===== src/rtl/red_pitaya_dna_reader.sv =====
// Sequencer for the Xilinx DNA_PORT primitive: loads the device DNA and shifts it out MSB-first.
// Latency: dna_valid_o rises CLK_DIV*(2*DNA_W+1) clk_i cycles after the first LOAD cycle.
// Backpressure: none; start_i is honoured only in IDLE/DONE and dropped (not queued) while busy.
//
// Ports:
//   clk_i, rst_i          system clock, synchronous active-high reset
//   start_i               single-cycle re-read request
//   dna_clk_o             registered divided clock to DNA_PORT.CLK
//   dna_read_o            DNA_PORT.READ (parallel load)
//   dna_shift_o           DNA_PORT.SHIFT
//   dna_dout_i            DNA_PORT.DOUT
//   dna_value_o           last complete DNA word, bit DNA_W-1 = first bit shifted out
//   dna_valid_o           dna_value_o holds a completed read
//   busy_o                high while loading or shifting
module red_pitaya_dna_reader #(
  parameter int DNA_W      = 57,
  parameter int CLK_DIV    = 4,
  parameter bit AUTO_START = 1'b1
) (
  input  logic             clk_i,
  input  logic             rst_i,
  input  logic             start_i,
  output logic             dna_clk_o,
  output logic             dna_read_o,
  output logic             dna_shift_o,
  input  logic             dna_dout_i,
  output logic [DNA_W-1:0] dna_value_o,
  output logic             dna_valid_o,
  output logic             busy_o
);

  localparam int PW = (CLK_DIV > 1) ? $clog2(CLK_DIV) : 1;
  localparam int BW = (DNA_W > 1) ? $clog2(DNA_W) : 1;
  localparam logic [PW-1:0] PH_LAST  = PW'(CLK_DIV - 1);
  localparam logic [BW-1:0] BIT_LAST = BW'(DNA_W - 1);

  typedef enum logic [1:0] {
    IDLE,
    LOAD,
    SHIFT,
    DONE
  } state_t;

  state_t           state;
  logic [PW-1:0]    phase_cnt;   // cycles spent in the current half of dna_clk_o
  logic [BW-1:0]    bit_cnt;     // samples taken so far in SHIFT
  logic [DNA_W-1:0] shreg;
  logic             auto_pend;   // one-shot read request armed by reset
  logic             phase_end;
  logic [DNA_W-1:0] shreg_nxt;

  assign phase_end = (phase_cnt == PH_LAST);
  assign shreg_nxt = {shreg[DNA_W-2:0], dna_dout_i};

  always_ff @(posedge clk_i) begin
    if (rst_i) begin
      state       <= IDLE;
      phase_cnt   <= '0;
      bit_cnt     <= '0;
      shreg       <= '0;
      auto_pend   <= AUTO_START;
      dna_clk_o   <= 1'b0;
      dna_read_o  <= 1'b0;
      dna_shift_o <= 1'b0;
      dna_value_o <= '0;
      dna_valid_o <= 1'b0;
      busy_o      <= 1'b0;
    end else begin
      case (state)
        IDLE, DONE: begin
          dna_clk_o <= 1'b0;
          if (start_i || auto_pend) begin
            state       <= LOAD;
            auto_pend   <= 1'b0;
            phase_cnt   <= '0;
            dna_read_o  <= 1'b1;
            busy_o      <= 1'b1;
            dna_valid_o <= 1'b0;
          end
        end

        // One full DNA clock period with READ held: low half, then high half.
        // READ/SHIFT swap on the falling edge so they only ever change while CLK is low.
        LOAD: begin
          if (phase_end) begin
            phase_cnt <= '0;
            if (!dna_clk_o) begin
              dna_clk_o <= 1'b1;
            end else begin
              dna_clk_o   <= 1'b0;
              dna_read_o  <= 1'b0;
              dna_shift_o <= 1'b1;
              bit_cnt     <= '0;
              state       <= SHIFT;
            end
          end else begin
            phase_cnt <= phase_cnt + 1'b1;
          end
        end

        // DOUT is captured at the end of each low half, just before the rising
        // edge that advances the primitive. The last sample gets no rising edge.
        SHIFT: begin
          if (phase_end) begin
            phase_cnt <= '0;
            if (!dna_clk_o) begin
              shreg <= shreg_nxt;
              if (bit_cnt == BIT_LAST) begin
                dna_value_o <= shreg_nxt;
                dna_valid_o <= 1'b1;
                dna_shift_o <= 1'b0;
                busy_o      <= 1'b0;
                state       <= DONE;
              end else begin
                dna_clk_o <= 1'b1;
                bit_cnt   <= bit_cnt + 1'b1;
              end
            end else begin
              dna_clk_o <= 1'b0;
            end
          end else begin
            phase_cnt <= phase_cnt + 1'b1;
          end
        end

        default: state <= IDLE;
      endcase
    end
  end

endmodule


===== config.mk =====
export PLATFORM = sky130hd
export DESIGN_NAME = red_pitaya_dna_reader
export DESIGN_NICKNAME = d
export VERILOG_FILES = /design/src/rtl/red_pitaya_dna_reader.sv
export SDC_FILE = /design/constraint.sdc
export NUM_CORES = 1
export LEC_CHECK = 0
export BUFFER_PORTS_ARGS = -buffer_cell sky130_fd_sc_hd__buf_4
export CAP_MARGIN = 20
export CORE_MARGIN = 10
export CORE_UTILIZATION = 31
export DETAILED_ROUTE_END_ITERATION = 16
export GPL_TIMING_DRIVEN = 0
export MAX_ROUTING_LAYER = met4
export SKIP_CTS_REPAIR_TIMING = 1
export SLEW_MARGIN = 30
export SYNTH_ARGS = -nofsm -noshare
export SYNTH_HDL_FRONTEND = slang
export SYNTH_SLANG_ARGS = --single-unit

===== constraint.sdc =====
create_clock -name clk_i -period 4.6 [get_ports clk_i]
set_input_delay 0.23 -clock clk_i [delete_from_list [all_inputs] [get_ports clk_i]]
set_output_delay 0.23 -clock clk_i [all_outputs]
set_load 0.03 [all_outputs]

==> flow_summary_export.csv <==
group,metric,value,unit
outcome,status,"complete, no violations",
yosys,ys_types,42,
clocking,cts_inserted_buffers,17,
routing,initialDrtViolationCount,249,
worst_hold_path,hold_depth,3,
power,cellPowerDensity,445,nW/µm²
grt,grt_remaining_overflow,0,
grt,grt_pass1_wl,18600,µm
final_layout,layout_common_cells,"230 x nand2_1, 129 x dfxtp_1, 117 x a21oi_1",
place,place.gp.congestion,0.764,
worst_hold_path,hold_path_class,"in -> reg",
place,dp_hpwl,7890,µm
floorplanning,start_util,0.316,
setup_path,r2r_start,"state[0]",
timing,worstMarginPinSlew,0.587,ns
timing,rsz0062_at_grt,"no",
yosys,yosysWarnings,0,
timing,max_slew_margin,0.608,
final_layout,layout.nets,683,
clocking,cts_sinks,129,
yosys,syn-instance-count,589,
run,cap_violations,0,
clocking,cts_root_buf,"clkbuf_16",
routing,num_vias,4036,
final_layout,final_util,0.404,
setup_path,cp_slowest_cell,"dfxtp_1",
yosys,synth_top_cell_by_area,"dfxtp_1",
routing,ant_nets,0,
timing,hold_viol_final,0,
setup_path,cp_cell_sequence,"inv_1, ha_1, and3b_1, nand3_2, buf_2, buf_2, nand2_1, a21oi_1",
routing,drc_errors,0,
grt,antenna_found_initial,0,
setup_path,worst-r2r-cell-count,8,
timing,hold_ws,0.0813,ns
timing,fin_tns_setup,0,ns
final_layout,layout_commonest_cell,"nand2_1",
clocking,clk_path_buf_depth,2,
floorplanning,core-area,15100,µm²
place,port_buffers,65,
clocking,clk_pin_slew,0.06,ns
routing,wl_per_cell,13.1,µm
final_layout,diodes,0,
floorplanning,die_h,144,µm
floorplanning,io_pins,66,
setup_path,reg2reg_setup_slack,2.63,ns
routing,drt-vias-per-instance,4.62,
timing,post-route-min-period,1.97,ns
yosys,synth_seq_cells,129,
power,peakVddDrop,0.000271,V
timing,finalMaxSlewViolations,0,
worst_hold_path,hold_end,"dna_value_o[0]",
clocking,worstSkewPairLatency,0.41,ns
setup_path,worstPathRequired,4.93,ns
grt,grt_pass1_vias,3659,
setup_path,arrival,2.30,ns
setup_path,slowest_delay,0.36,ns
final_layout,syn2layout_area_growth,27.8,%
yosys,yosysSeqAreaShare,0.540,
final_layout,drive_above_1_share,0.181,
timing,fmax,508,MHz
grt,grtUsageTotal,0.115,
setup_path,critPathLaunchType,"flop",
grt,grt_max_degree,17,
timing,fin_worst_skew,0.0107,ns
timing,timing.final.crit_share,0.428,
power,leakage,0.00224,µW
yosys,yosys-top-cells-area,"dfxtp_1 54%, nand2_1 18%, a21oi_1 12%",
yosys,synth_area,4780,µm²
setup_path,worstPathMaxFanout,10,
floorplanning,dieWidth,144,µm
yosys,syn_nets,599,
setup_path,r2r-end,"dna_value_o[38]",
floorplanning,fp.dieArea,20800,µm²
place,place_area,5510,µm²
setup_path,end_kind,"flop",
yosys,avgSynthCellArea,8.12,µm²
floorplanning,num_rows,45,
setup_path,critical_path_class,"reg -> reg",
routing,drt_wl_total,11400,µm
yosys,yosysTopAreaCellShare,0.540,
setup_path,cpMostUsedCell,"buf_2",
timing,finalSetupViolCount,0,
routing,drt_first_pass_iters,4,
clocking,cts_tree,"yes",
worst_hold_path,min_from,"dna_dout_i",
final_layout,stdcell_area,6110,µm²
clocking,htree_levels,4,
## worst max-delay path: cells and delay by family, from the launching register on
kind / cells / cell delay (ns)
AOI/OAI and AO/OA: 1 / 0.15
adders and majority gates: 1 / 0.26
buffers and inverters: 3 / 0.61
DFF: 1 / 0.36
and+or+nand+nor: 3 / 0.51
## metrics by stage
stage / setup WS, ns / total power, µW / std cells
floorplan: 2.88 / 1320 / 589
global placement: 2.64 / 1380 / 842
detailed placement: 2.66 / 1380 / 842
CTS: 2.60 / 2750 / 874
global route: 2.47 / 2830 / 874
finish: 2.63 / 2720 / 874
## final cells by class
cell class                      instances  area [µm²]
Fill cell                            1518        9030
Sequential cell                       129        2580
Multi-Input combinational cell        413        1970
Timing Repair Buffer                   65         488
Clock buffer                           22         474
Tap cell                              188         235
Buffer                                 40         199
Clock inverter                         10         133
Inverter                                7        26.3
## cell families (layout without fill, tap and decap cells)
kind of cell / Yosys count / count (layout) / share of synthesized area
buffers and inverters: 47 / 144 / 0.0471
DFF: 129 / 129 / 0.540
muxes: 3 / 3 / 0.00706
AOI/OAI and AO/OA: 141 / 141 / 0.164
adders and majority gates: 6 / 6 / 0.0157
and+or+nand+nor: 263 / 263 / 0.226
## how the worst max path moves through the flow
stage / end / startpoint / slack [ns] / depth (start not counted)
finish: dna_value_o[38] / state[0] / 2.63 / 8
global route: dna_value_o[35] / state[0] / 2.47 / 8
CTS: dna_value_o[38] / state[0] / 2.60 / 8
detailed placement: dna_value_o[36] / state[0] / 2.66 / 8
global placement: dna_value_o[34] / state[0] / 2.64 / 8
floorplan: state[0] / state[0] / 2.88 / 6
## flip-flops by register name, indices dropped and copies added (netlist names), 2 cells and up
| name | count |
|---|---|
| bit_cnt | 6 |
| state | 2 |
| dna_value_o | 57 |
| shreg | 56 |
| phase_cnt | 2 |
## metal layers
metal,part of all wire,GRT usage,wire [µm]
met2,0.44,0.160,4990
met4,0.013,0.0473,153
met1,0.48,0.146,5460
met5,0,-,0
met3,0.074,0.0466,848
## cells in the mapped netlist (all sizes together)
| cell | instances |
|---|---|
| o21a | 2 |
| nor3 | 1 |
| buf | 22 |
| nand2 | 231 |
| nand3 | 4 |
| a22o | 1 |
| dfxtp | 129 |
| nand3b | 2 |
| and3 | 3 |
| nor2b | 1 |
| a211o | 2 |
| ha | 6 |
| o22ai | 2 |
| a31oi | 2 |
| and4b | 2 |
| o32ai | 1 |
| clkbuf | 18 |
| o31a | 1 |
| o21ba | 1 |
| a31o | 1 |
| nor3b | 3 |
| o21ai | 5 |
| a21o | 2 |
| a22oi | 1 |
| a21oi | 117 |
| o31ai | 1 |
| nor2 | 12 |
| a211oi | 1 |
| a2111oi | 1 |
| nand4b | 1 |
| nand2b | 2 |
| inv | 7 |
| mux2 | 3 |
| and3b | 1 |
## where the power goes
part           leakage, µW  total, µW  switching, µW  internal (µW)
registers          0.00104       1160           19.2           1140
clock network     0.000304       1370            476            892
logic             0.000894        193            119           74.1
(Power assumes the default switching activity.)
